`src/rtl/hazard_fwd_ctrl.sv`:
```
`default_nettype none
// ============================================================================
// Module  : hazard_fwd_ctrl
// Brief   : LEGv8 5-stage load-use stall, branch flush, operand/flag forwarding
//           selects and saturating stall/flush counters, evaluated beside ID.
// Revision: 1.0
// ============================================================================
module hazard_fwd_ctrl #(
    parameter int REG_W    = 5,
    parameter int ZERO_REG = 31,
    parameter int CNT_W    = 16
) (
    input  logic             clk,
    input  logic             reset,
    input  logic             i_id_valid,
    input  logic [REG_W-1:0] i_id_rn,
    input  logic [REG_W-1:0] i_id_rm,
    input  logic             i_id_use_rn,
    input  logic             i_id_use_rm,
    input  logic [REG_W-1:0] i_id_rd,
    input  logic             i_id_regwrite,
    input  logic             i_id_memread,
    input  logic             i_id_setflags,
    input  logic             i_id_fwd_en,
    input  logic             i_id_is_bcond,
    input  logic             i_id_br_taken,
    output logic             o_stall,
    output logic             o_flush_ifid,
    output logic [1:0]       o_fwda_sel,
    output logic [1:0]       o_fwdb_sel,
    output logic             o_flag_fwd,
    output logic [CNT_W-1:0] o_stall_count,
    output logic [CNT_W-1:0] o_flush_count
);

    localparam logic [REG_W-1:0] c_zero_reg = REG_W'(ZERO_REG);

    logic             r_ex_valid;
    logic [REG_W-1:0] r_ex_rd;
    logic             r_ex_regwrite;
    logic             r_ex_memread;
    logic             r_ex_setflags;
    logic             r_mem_valid;
    logic [REG_W-1:0] r_mem_rd;
    logic             r_mem_regwrite;
    logic [1:0]       r_fwda_sel;
    logic [1:0]       r_fwdb_sel;
    logic [CNT_W-1:0] r_stall_count;
    logic [CNT_W-1:0] r_flush_count;

    logic             w_ex_writer;
    logic             w_mem_writer;
    logic             w_stall;
    logic             w_flush;
    logic             w_flag_fwd;
    logic [1:0]       w_fwda_sel;
    logic [1:0]       w_fwdb_sel;

    assign w_ex_writer  = r_ex_valid  & r_ex_regwrite  & (r_ex_rd  != c_zero_reg);
    assign w_mem_writer = r_mem_valid & r_mem_regwrite & (r_mem_rd != c_zero_reg);

    assign w_stall = i_id_valid & w_ex_writer & r_ex_memread &
                     ((i_id_use_rn & (i_id_rn == r_ex_rd)) |
                      (i_id_use_rm & (i_id_rm == r_ex_rd)));

    // Stall wins over a taken branch; the branch is re-evaluated after the bubble.
    assign w_flush    = i_id_valid & i_id_br_taken & ~w_stall & ~reset;
    assign w_flag_fwd = i_id_valid & i_id_is_bcond & r_ex_valid & r_ex_setflags;

    // EX stage is checked first so the most recent producer wins.
    always_comb begin
        w_fwda_sel = 2'b00;
        w_fwdb_sel = 2'b00;
        if (i_id_use_rn & i_id_fwd_en & ~w_stall) begin
            if (w_ex_writer & (i_id_rn == r_ex_rd))
                w_fwda_sel = 2'b01;
            else if (w_mem_writer & (i_id_rn == r_mem_rd))
                w_fwda_sel = 2'b10;
        end
        if (i_id_use_rm & i_id_fwd_en & ~w_stall) begin
            if (w_ex_writer & (i_id_rm == r_ex_rd))
                w_fwdb_sel = 2'b01;
            else if (w_mem_writer & (i_id_rm == r_mem_rd))
                w_fwdb_sel = 2'b10;
        end
    end

    always_ff @(posedge clk or posedge reset) begin
        if (reset) begin
            r_ex_valid     <= 1'b0;
            r_ex_rd        <= '0;
            r_ex_regwrite  <= 1'b0;
            r_ex_memread   <= 1'b0;
            r_ex_setflags  <= 1'b0;
            r_mem_valid    <= 1'b0;
            r_mem_rd       <= '0;
            r_mem_regwrite <= 1'b0;
            r_fwda_sel     <= 2'b00;
            r_fwdb_sel     <= 2'b00;
            r_stall_count  <= '0;
            r_flush_count  <= '0;
        end else begin
            r_mem_valid    <= r_ex_valid;
            r_mem_rd       <= r_ex_rd;
            r_mem_regwrite <= r_ex_regwrite;
            r_ex_valid     <= i_id_valid & ~w_stall;
            if (!w_stall) begin
                r_ex_rd       <= i_id_rd;
                r_ex_regwrite <= i_id_regwrite;
                r_ex_memread  <= i_id_memread;
                r_ex_setflags <= i_id_setflags;
            end
            r_fwda_sel <= w_fwda_sel;
            r_fwdb_sel <= w_fwdb_sel;
            if (w_stall && (r_stall_count != {CNT_W{1'b1}}))
                r_stall_count <= r_stall_count + 1'b1;
            if (w_flush && (r_flush_count != {CNT_W{1'b1}}))
                r_flush_count <= r_flush_count + 1'b1;
        end
    end

    assign o_stall       = w_stall;
    assign o_flush_ifid  = w_flush;
    assign o_flag_fwd    = w_flag_fwd;
    assign o_fwda_sel    = r_fwda_sel;
    assign o_fwdb_sel    = r_fwdb_sel;
    assign o_stall_count = r_stall_count;
    assign o_flush_count = r_flush_count;

endmodule
`default_nettype wire

```
`config.mk`:
```
export PLATFORM = sky130hd
export DESIGN_NAME = hazard_fwd_ctrl
export DESIGN_NICKNAME = d
export VERILOG_FILES = /design/src/rtl/hazard_fwd_ctrl.sv
export SDC_FILE = /design/constraint.sdc
export NUM_CORES = 1
export LEC_CHECK = 0
export CORE_ASPECT_RATIO = 1.4
export CORE_MARGIN = 5
export CORE_UTILIZATION = 30
export CTS_CLUSTER_DIAMETER = 50
export DETAILED_ROUTE_END_ITERATION = 8
export PLACE_DENSITY_LB_ADDON = 0.08
export SYNTH_ARGS = -nofsm -noshare
export SYNTH_HDL_FRONTEND = slang
export SYNTH_SLANG_ARGS = --single-unit
```
`constraint.sdc`:
```
create_clock -name clk -period 2.4 [get_ports clk]
set_input_delay 0.48 -clock clk [delete_from_list [all_inputs] [get_ports clk]]
set_output_delay 0.48 -clock clk [all_outputs]
set_load 0.1 [all_outputs]
```
* Yosys cells after proc, flatten, opt, wreduce, memory -nomap -nowiden
Index checks and enable logic that the tools add are counted. W data, S select, Z words.
Operators by class: reductions and logical operators 2, multiplexer cells 6, equal/unequal tests 8, bitwise operators 27, $add $sub $neg 2
Operator list (count):
- $add A16 B1 Y16 const B | 2
- $ne A16 B16 Y1 const B | 2
- $and A1 B1 Y1 | 24
- $eq A5 B5 Y1 | 4
- $mux W2 | 6
- $ne A5 B5 Y1 const B | 2
- $logic_and A1 B1 Y1 | 2
- $not A1 Y1 | 2
- $or A1 B1 Y1 | 1
Storage, ports and cells: output and inout port bits 39, logic and storage cells 57, register bits 52, bits of input ports 26

* Depth between registers and ports, before layout
Gate-level depths: netlist of run 1.
word-level depth 9, depth in mapped cells 8, depth with buffers taken out 7

* Worst setup path before layout of run 1
OpenSTA, ideal clock, no wires.
path kind input to output, start in i_id_rm[1], end out o_flush_ifid, stages 7, data required time 1920 ps, path buffers 1, setup slack -1718 ps, arrival time 3638 ps, cells stage by stage xnor2_1 nand3_1 nor2_1 o2111ai_4 inv_2 buf_2 nor3_1
On the way: longest elaborated chain between the ends 7
Ends and longest elaborated chain:
- from (decl) | line 17 | input logic [REG_W-1:0] i_id_rm,
- $eq A5 B5 Y1 | line 64 | (i_id_use_rm & (i_id_rm == r_ex_rd)));
- $and A1 B1 Y1 | line 64
- $or A1 B1 Y1 | line 63 | ((i_id_use_rn & (i_id_rn == r_ex_rd)) |
- $and A1 B1 Y1 | line 62 | assign w_stall = i_id_valid & w_ex_writer & r_ex_memread &
- via o_stall | line 27 | output logic o_stall,
- $not A1 Y1 | line 67 | assign w_flush = i_id_valid & i_id_br_taken & ~w_stall & ~reset;
- $and A1 B1 Y1 (2 in a row) | line 67
- to (decl) | line 28 | output logic o_flush_ifid,
The timed path passes the listed nets, and every way through them passes these cells.

* Worst setup path after layout of run 1
start reg r_ex_rd[2], end out o_stall
On the way: longest elaborated chain between the ends 5, elaborated cells between the ends (all ways) 10, classes of those cells 3 x eq/ne; 7 x bitwise
Ends and longest elaborated chain:
- from (decl) | line 39 | logic [REG_W-1:0] r_ex_rd;
- from (signal assigned) | line 108 | r_ex_rd <= i_id_rd;
- $ne A5 B5 Y1 | line 59 | assign w_ex_writer = r_ex_valid & r_ex_regwrite & (r_ex_rd != c_zero_reg);
- $and A1 B1 Y1 | line 59
- $and A1 B1 Y1 (2 in a row) | line 62
- $and A1 B1 Y1 * | line 62
- to (decl) | line 27
Every way passes the cells marked *; elsewhere a longest branch is shown, timed or not.

==> impl_metrics.csv, run 1 <==
group,metric,value,unit
place,place_hpwl,4887,um
clock_tree,clk_latency,0.29,ns
synthesis,synth_seq_area_share,51.08,%
min_path,hold_class,"reg2reg",
finish,nFillCells,826,
global_route,grt.busiest_layer,"met2",
clock_tree,cts_tree,"yes",
finish,syn_to_final_growth,47.74,%
route,num_vias,2102,
route,postRouteWirelength,6584,um
timing,rsz0062_at_grt,"false",
finish,drive_gt1_share,33.03,%
critical_path,crit_path_frequent_cell,"buf_12",
critical_path,slowest_stage,"dfrtp_2",
timing,tns,0,ns
route,vias_per_cell,4.832,
synthesis,ys_warn_count,0,
floorplanning,start_util,30.89,%
critical_path,crit_family,"flip-flops",
critical_path,cpPeakStageDelay,0.48,ns
power_and_ir_drop,p_leak,1.762,nW
timing,final.period_utilization,95.90,%
global_route,grt_pass1_vias,2104,
timing,tightest_slew,0.5379,ns
finish,post-route-util,45.64,%
clock_tree,clock_sinks,52,
route,post_drt_wl_per_cell,15.14,um
global_route,use_met3,2.762,%
floorplanning,pin_count,65,
route,drc_errors,0,
floorplanning,core-area,8247,um^2
floorplanning,die_area,10460,um^2
timing,fmax,434.5,MHz
finish,multiInputGateArea,1341,um^2
timing,slew_headroom,64.14,%
critical_path,worstSetupEndpointType,"output pin",
timing,clock_skew,0.002896,ns
clock_tree,hold_buffers,0,
timing,fin_crit,2.302,ns
clock_tree,cts-root-buf,"clkbuf_16",
finish,diodes,0,
clock_tree,clk_pin_slew_worst_paths,0.07,ns
synthesis,ys_ff_latch,52,
global_route,antenna_found_initial,0,
floorplanning,placement_rows,39,
global_route,met1_usage,18.10,%
route,dr.pass1.iters,4,
place,io_buffer_count,64,
global_route,grt_pass1_wl,10830,um
critical_path,cp_max_fo,5,
synthesis,mappedNetlistArea,2547,um^2
synthesis,avgSynthCellArea,10.61,um^2
power_and_ir_drop,cellPowerDensity,650.8,nW/um^2
route,drtIter0Drc,64,
floorplanning,fp.dieH,119.0,um
route,ant_nets,0,
timing,setup_viol,0,
place,gp_congestion,0.7569,
global_route,grt.overflow.total,0,
critical_path,critPathKind,"reg2out",
run,cap_violations,0,
global_route,globalRouteTotalUtil,13.12,%
critical_path,cp.buffers_inverters,3,
synthesis,syn_inst,240,
finish,regArea,1314,um^2
clock_tree,numCtsBuffers,5,
critical_path,crit_chain,"and3_1 > a31oi_4 > o2111ai_4 > inv_4 > buf_12 > buf_12",
global_route,grtUsageMet2,20.66,%
run_status,status,"completed",
timing,finalHoldViolCount,0,
synthesis,yosysUniqueCellTypes,33,
critical_path,worstSetupStartpointType,"flip-flop",
finish,nNetsFinal,360,
timing,finalMaxSlewViolations,0,
synthesis,syn-num-nets,268,
power_and_ir_drop,ir_drop,0.4567,mV
clock_tree,cts_max_level,2,
clock_tree,cts_buffer_depth,2,
place,post-place-ws,-0.2239,ns
critical_path,required,1.92,ns
global_route,grt_max_degree,47,
critical_path,worstPathArrival,1.82,ns
floorplanning,fp.dieW,87.88,um
timing,setup_ws,0.09836,ns
## power breakdown
part	total [W]	internal, W	switching (W)	leakage, nW
Combinational	0.000630	0.000192	0.000437	1.02
Clock	0.000808	0.000490	0.000318	0.0798
Sequential	0.00101	0.000939	0.0000723	0.665
Total	0.00245	0.00162	0.000828	1.76
## kinds of logic (layout without fill, tap and decap cells)
logic type | count (synthesis) | after routing | share of synthesized area [%]
AOI/OAI and AO/OA | 7 | 7 | 3.192
xor gates and xnor gates | 50 | 50 | 17.19
adders and majority gates | 2 | 2 | 0.9822
buffers and inverters | 10 | 103 | 1.964
DFF | 52 | 52 | 51.08
muxes | 2 | 2 | 0.8840
and+or+nand+nor | 117 | 117 | 24.71
## worst paths after layout
check	to	depth (start not counted)	startpoint	slack [ns]
max	o_stall	6	r_ex_rd[2]$_DFFE_PP0N_	0.1
min	r_mem_regwrite$_DFF_PP0_	0	r_ex_regwrite$_DFFE_PP0N_	0.39
max reg2reg	o_stall_count[0]$_DFFE_PP0P_	7	o_stall_count[10]$_DFFE_PP0P_	0.38
min reg2reg	r_mem_regwrite$_DFF_PP0_	0	r_ex_regwrite$_DFFE_PP0N_	0.39
max in group asynchronous	o_stall_count[9]$_DFFE_PP0P_	3	reset	1.36
min in group asynchronous	o_fwda_sel[1]$_DFF_PP0_	2	reset	0.53
## flip-flops by register name (all words and copies together), names as in the netlist
name,cells
r_mem_rd,5
o_fwdb_sel,2
r_ex_regwrite,1
r_ex_valid,1
r_mem_valid,1
o_fwda_sel,2
r_ex_rd,5
o_stall_count,16
r_ex_setflags,1
r_mem_regwrite,1
r_ex_memread,1
o_flush_count,16
## per-layer routing
metal	share of wire [%]	vias up
met5	0	-
met4	1.2	0
met3	6.0	6
met2	48	63
met1	44	1012
li1	-	1021
## cell usage after synthesis, drive strengths merged
library cell	instances	share of area, %
inv	4	0.59
nor2	12	1.8
a2111oi	1	0.59
ha	2	0.98
nor3b	3	0.88
nor4bb	1	0.39
o2111ai	1	1.0
nand4b	1	0.34
or3	1	0.25
and2	1	0.25
nand2b	2	0.49
and4	5	1.7
nand3	24	4.7
xor2	26	8.9
nor4	5	1.8
clkbuf	1	0.15
nor4b	2	0.93
nand2	33	4.9
dfrtp	52	51
xnor2	24	8.3
a31oi	3	0.98
nor3	11	2.4
and3	9	2.2
a211oi	2	0.59
buf	5	1.2
nand4	7	1.7
mux2	2	0.88
## what timing repair did
| action | CTS | global route |
|---|---|---|
| setup buffers | 2 | 0 |
| endpoints found under the hold margin | 0 | 0 |
| gates resized for setup | 18 | 3 |
| pin swaps | 6 | 2 |
| endpoints found under the setup margin | 2 | 2 |
## placed cells by master (no fill, tap or decap), types with 2 or more instances in the layout
cell type / synthesis / routed
buf_4: 0 / 61
dfrtp_1: 52 / 42
nand2_1: 33 / 33
xor2_1: 26 / 26
nand3_1: 24 / 20
xnor2_1: 24 / 15
clkdlybuf4s50_1: 0 / 15
nor2_1: 12 / 10
dlygate4sd2_1: 0 / 10
dfrtp_2: 0 / 10
and3_1: 9 / 9
nor3_1: 10 / 9
xnor2_2: 0 / 7
nand4_1: 7 / 7
and4_1: 5 / 5
clkbuf_16: 0 / 5
buf_12: 0 / 5
nand3_2: 0 / 4
nor4_1: 4 / 4
nor3b_1: 3 / 3
xnor2_4: 0 / 2
nor2_4: 0 / 2
a31oi_1: 2 / 2
inv_1: 3 / 2
mux2_2: 2 / 2
a211oi_1: 2 / 2
nand2b_1: 2 / 2
ha_1: 2 / 2
## area by class of cell
type                       instances  area share (%)
clock buffer                       5           3.324
clock inverter                     3           1.130
inverter                           4          0.4654
multi-input combinational        178           35.64
sequential                        52           34.91
tap                              102           3.391
timing repair buffer              91           21.14
## per-stage QoR
stage	cells	power [W]	area, um^2	hold slack [ns]
2_1_floorplan	240	0.001459	2661	0.3535
3_3_place_gp	425	0.001662	3532	0.3760
3_5_place_dp	425	0.001659	3532	0.3777
4_1_cts	435	0.002485	3754	0.3939
5_1_grt	435	0.002561	3764	0.4050
6_report	435	0.002449	3764	0.3875
Power figures use the tool's default switching activity.
==> run 2, diff against run 1 <==
- PLACE_DENSITY_LB_ADDON: 0.08 -> 0.3
==> run 2 against run 1 <==
  * Flip-flop and latch count unchanged
  * Largest cell class unchanged
  * Via count is 1.2% lower
  * First-iteration DRC count rose by 25%
  * Cell area fell by 0.40%
==> impl_metrics.csv, run 2 (synthesis results as in run 1) <==
group,metric,value,unit
timing,finalMaxSlewViolations,0,
clock_tree,cts-root-buf,"clkbuf_16",
floorplanning,placement_rows,39,
critical_path,cpPeakStageDelay,0.48,ns
route,postRouteWirelength,6468,um
finish,post-route-util,45.46,%
route,num_vias,2077,
critical_path,worstSetupStartpointType,"flip-flop",
critical_path,crit_chain,"and3_1 > a31oi_4 > o2111ai_4 > inv_2 > buf_12 > buf_12",
floorplanning,pin_count,65,
route,post_drt_wl_per_cell,14.87,um
power_and_ir_drop,ir_drop,0.4293,mV
finish,fin_area,3749,um^2
floorplanning,die_area,10460,um^2
clock_tree,cts_buffer_depth,2,
finish,final_cell_mix,"61 x buf_4, 41 x dfrtp_1, 33 x nand2_1, 26 x xor2_1, 20 x nand3_1",
finish,final_cells,435,
global_route,grt.overflow.total,0,
critical_path,worstPathArrival,1.80,ns
timing,clock_skew,0.004619,ns
route,ant_nets,0,
finish,layout_commonest_cell,"buf_4",
route,drc_errors,0,
global_route,antenna_found_initial,0,
finish,drive_gt1_share,33.33,%
power_and_ir_drop,cellPowerDensity,633.3,nW/um^2
critical_path,required,1.92,ns
place,io_buffer_count,64,
clock_tree,cts_tree,"yes",
global_route,met1_usage,15.28,%
timing,tightest_slew,0.4654,ns
run,cap_violations,0,
finish,nNetsFinal,360,
run_status,status,"completed",
floorplanning,core-area,8247,um^2
global_route,use_met3,2.624,%
critical_path,worstSetupEndpointType,"output pin",
global_route,grt_pass1_vias,2133,
global_route,globalRouteTotalUtil,12.90,%
place,dp_cells,426,
floorplanning,fp.dieH,119.0,um
place,place_hpwl,4979,um
clock_tree,numCtsBuffers,5,
timing,fmax,438.1,MHz
clock_tree,clk_latency,0.29,ns
route,dr.pass1.iters,4,
floorplanning,fp.dieW,87.88,um
power_and_ir_drop,pwr-share-comb,26.3,%
timing,rsz0062_at_grt,"false",
finish,syn_to_final_growth,47.15,%
timing,final.period_utilization,95.10,%
global_route,grtUsageMet2,22.12,%
power_and_ir_drop,intPower,0.001541,W
clock_tree,hold_buffers,0,
timing,hold-worst-slack,0.3780,ns
global_route,grt_pass1_wl,10500,um
timing,setup_viol,0,
power_and_ir_drop,switching_share,35.09,%
power_and_ir_drop,power.switching,0.0008331,W
timing,slew_headroom,68.93,%
place,gp_congestion,0.8482,
power_and_ir_drop,p_leak,1.754,nW
min_path,hold_class,"reg2reg",
clock_tree,clk_pin_slew_worst_paths,0.07,ns
timing,tns,0,ns
place,placed_area,3540,um^2
clock_tree,clock_sinks,52,
floorplanning,start_util,30.89,%
route,vias_per_cell,4.775,
timing,finalHoldViolCount,0,
clock_tree,cts_max_level,2,
global_route,grt.busiest_layer,"met2",
timing,fin_crit,2.282,ns
power_and_ir_drop,p_clk_share,31.1,%
global_route,grt_max_degree,23,
finish,nFillCells,819,
critical_path,critPathKind,"reg2out",
finish,diodes,0,
critical_path,slowest_stage,"dfrtp_2",
power_and_ir_drop,pwr-share-seq,42.6,%
critical_path,crit_path_frequent_cell,"buf_12",
route,drtIter0Drc,80,
critical_path,cp_max_fo,4,
[run 2: power groups by stage]
stage	clock (W)	combinational [W]	sequential, W
6_report	0.000738	0.000624	0.00101
5_1_grt	0.000801	0.000659	0.00102
4_1_cts	0.000765	0.000627	0.00101
3_5_place_dp	0	0.000624	0.00103
3_3_place_gp	0	0.000620	0.00103
2_1_floorplan	0	0.000143	0.00132
[run 2: timing repair]
action                                  in CTS  in global routing
gates resized for setup                     16                  5
pin swaps                                    5                  1
buffers inserted                             0                  1
endpoints found under the setup margin       2                  2
endpoints found under the hold margin        0                  0
[run 2: stage by stage]
| step | setup WS [ns] | total power (W) |
|---|---|---|
| 2_1_floorplan | -0.2262 | 0.001459 |
| 3_3_place_gp | -0.1834 | 0.001647 |
| 3_5_place_dp | -0.1962 | 0.001653 |
| 4_1_cts | 0.03548 | 0.002405 |
| 5_1_grt | 0.01215 | 0.002482 |
| 6_report | 0.1176 | 0.002374 |
[run 2: per-layer routing]
layer / vias to the layer above / routed length, um / part of all wire [%]
met1: 1002 / 2621 / 41
li1: 1017 / - / -
met3: 9 / 347 / 5.4
met2: 49 / 3357 / 52
met4: 0 / 142 / 2.2
met5: - / 0 / 0
[run 2: critical path: cells and delay by family (launching register included)]
kind	cells	cell delay, ns
flops	1	0.48
compound gates	2	0.37
simple gates	1	0.24
buf+inv	3	0.42
[run 2: cell type report]
class / instances / area (um^2) / area share [%]
Sequential cell: 52 / 1315 / 35.08
Tap cell: 102 / 127.6 / 3.405
Multi-Input combinational cell: 178 / 1341 / 35.78
Clock inverter: 2 / 15.01 / 0.4005
Timing Repair Buffer: 91 / 795.8 / 21.23
Inverter: 4 / 15.01 / 0.4005
Clock buffer: 6 / 138.9 / 3.705
[run 2: path summary, 6_finish.rpt]
| kind | from | to | slack [ns] | depth (start not counted) |
|---|---|---|---|---|
| min reg2reg | r_ex_regwrite$_DFFE_PP0N_ | r_mem_regwrite$_DFF_PP0_ | 0.38 | 0 |
| max reg2reg | r_ex_rd[2]$_DFFE_PP0N_ | o_stall_count[12]$_DFFE_PP0P_ | 0.41 | 8 |
| min | r_ex_regwrite$_DFFE_PP0N_ | r_mem_regwrite$_DFF_PP0_ | 0.38 | 0 |
| max | r_ex_rd[2]$_DFFE_PP0N_ | o_stall | 0.12 | 6 |
| max in group asynchronous | reset | o_stall_count[9]$_DFFE_PP0P_ | 1.19 | 3 |
| min in group asynchronous | reset | o_flush_count[11]$_DFFE_PP0P_ | 0.63 | 2 |
==> run 3, diff against run 2 <==
- CORE_MARGIN: 5 -> not set
==> run 3 against run 2 <==
  * Register-to-register slack got worse by 0.03 ns
  * Sequential share of layout area rose by 0.13 points
  * Critical path type unchanged
  * Die area fell by 15%
  * Non-clock buffer count rose by 1
  * Clock power fell by 2%
  * Wire length fell by 6.5%
  * Cell count rose by 0.23%
  * Combinational power barely moved
  * Setup slack got worse by 0.025 ns
==> impl_metrics.csv, run 3 (synthesis results as in run 1) <==
group,metric,value,unit
run_status,status,"completed",
finish,final_cell_mix,"63 x buf_4, 42 x dfrtp_1, 33 x nand2_1, 26 x xor2_1, 20 x nand3_1",
critical_path,crit_path_frequent_cell,"buf_12",
route,post_drt_wl_per_cell,13.86,um
timing,slew_headroom,66.90,%
clock_tree,clk_latency,0.29,ns
timing,setup_viol,0,
timing,fmax,433.3,MHz
finish,multiInputGateArea,1334,um^2
route,num_vias,2057,
critical_path,cpPeakStageDelay,0.48,ns
critical_path,required,1.92,ns
floorplanning,placement_rows,39,
critical_path,slowest_stage,"dfrtp_2",
finish,nNetsFinal,361,
floorplanning,die_area,8869,um^2
floorplanning,fp.dieH,111.0,um
clock_tree,cts_tree,"yes",
global_route,grt_max_degree,24,
route,drc_errors,0,
clock_tree,cts-root-buf,"clkbuf_16",
floorplanning,pin_count,65,
clock_tree,numCtsBuffers,5,
timing,clock_skew,0.005719,ns
floorplanning,core-area,8198,um^2
power_and_ir_drop,switching_share,34.68,%
finish,drive_gt1_share,32.63,%
finish,nFillCells,795,
finish,diodes,0,
finish,regArea,1314,um^2
finish,syn_to_final_growth,46.46,%
clock_tree,cts_buffer_depth,2,
run,cap_violations,0,
timing,finalHoldViolCount,0,
global_route,globalRouteTotalUtil,14.69,%
critical_path,critPathKind,"reg2out",
global_route,grt_pass1_wl,10070,um
global_route,antenna_found_initial,0,
critical_path,worstSetupEndpointType,"output pin",
route,dr.pass1.iters,4,
place,io_buffer_count,64,
critical_path,crit_chain,"and3_1 > a31oi_4 > o2111ai_4 > inv_2 > buf_12 > buf_12",
route,postRouteWirelength,6045,um
clock_tree,hold_buffers,0,
clock_tree,cts_setup_buffers,0,
clock_tree,cts_max_level,2,
power_and_ir_drop,intPower,0.001543,W
route,ant_nets,0,
timing,finalMaxSlewViolations,0,
power_and_ir_drop,pwr-share-seq,42.9,%
route,vias_per_cell,4.718,
clock_tree,clk_pin_slew_worst_paths,0.07,ns
finish,layout_commonest_cell,"buf_4",
timing,rsz0062_at_grt,"false",
power_and_ir_drop,cellPowerDensity,632.9,nW/um^2
timing,tightest_slew,0.4957,ns
timing,final.period_utilization,96.15,%
global_route,grt.overflow.total,0,
timing,fin_crit,2.308,ns
place,gp_congestion,0.8742,
floorplanning,fp.dieW,79.88,um
global_route,grt_pass1_vias,2095,
critical_path,worstPathArrival,1.83,ns
power_and_ir_drop,p_leak,1.749,nW
floorplanning,start_util,31.07,%
power_and_ir_drop,power.switching,0.0008189,W
critical_path,worstSetupStartpointType,"flip-flop",
power_and_ir_drop,pwr-share-comb,26.5,%
clock_tree,clock_sinks,52,
power_and_ir_drop,ir_drop,0.6723,mV
power_and_ir_drop,total_power,0.002361,W
timing,tns,0,ns
min_path,hold_class,"reg2reg",
route,drtIter0Drc,63,
critical_path,cp_max_fo,5,
place,place_hpwl,4612,um
power_and_ir_drop,p_clk_share,30.6,%
==> run 3: cell count changes in the layout (fill, tap and decap cells not counted), sizes merged <==
cell / before / now
buf: 66 / 67
clkbuf: 6 / 7
clkinvlp: 2 / 1
==> run 3: final timing paths <==
check	cells after the start	to	slack [ns]	start
min in group asynchronous	2	r_ex_valid$_DFF_PP0_	0.65	reset
hold reg to reg	0	r_mem_regwrite$_DFF_PP0_	0.37	r_ex_regwrite$_DFFE_PP0N_
setup reg to reg	7	o_flush_count[13]$_DFFE_PP0P_	0.38	o_flush_count[0]$_DFFE_PP0P_
setup / recovery	6	o_stall	0.09	r_ex_rd[2]$_DFFE_PP0N_
max in group asynchronous	3	o_stall_count[9]$_DFFE_PP0P_	1.19	reset
hold / removal	0	r_mem_regwrite$_DFF_PP0_	0.37	r_ex_regwrite$_DFFE_PP0N_
==> run 3: worst max-delay path, delay by kind of cell, from the launching register on <==
family          cells  cell delay, ns
simple gates        1            0.25
buf+inv             3            0.42
flops               1            0.48
compound gates      2            0.39
==> run 3: through the flow <==
stage               utilization (%)  worst slack [ns]  hold slack (ns)  cell area (um^2)  cells
finish                        45.51           0.09239           0.3735              3731    436
global route                  45.51          0.002821           0.3913              3731    436
CTS                           45.48           0.02350           0.3754              3729    436
detailed placement            43.21           -0.2034           0.3598              3542    428
global placement              43.21           -0.1899           0.3581              3542    428
floorplan                         -           -0.2262           0.3535              2661    240
==> run 3: repair_timing <==
action,CTS,global route
pin swaps,4,2
gates resized for setup,17,2
setup endpoints to repair,2,1
==> run 3: final cells by class <==
type / instances / share of cell area, %
clock buffers: 7 / 3.823
flip-flops and latches: 52 / 35.21
repair buffers: 92 / 21.19
well taps: 102 / 3.421
inverters: 4 / 0.4024
clock inverters: 1 / 0.2012
multi-input cells: 178 / 35.75
==> run 3: per-layer routing <==
layer / track usage [%] / part of all wire (%)
met4: 5.000 / 1.1
met1: 18.17 / 42
met3: 2.634 / 4.0
met5: 0 / 0
met2: 25.24 / 53
==> run 3: power by group through the flow <==
stage,Sequential (W),Combinational (W),Clock (W)
floorplan,0.00132,0.000143,0
global placement,0.00103,0.000623,0
detailed placement,0.00103,0.000628,0
CTS,0.00101,0.000633,0.000753
global route,0.00102,0.000659,0.000793
finish,0.00101,0.000626,0.000724
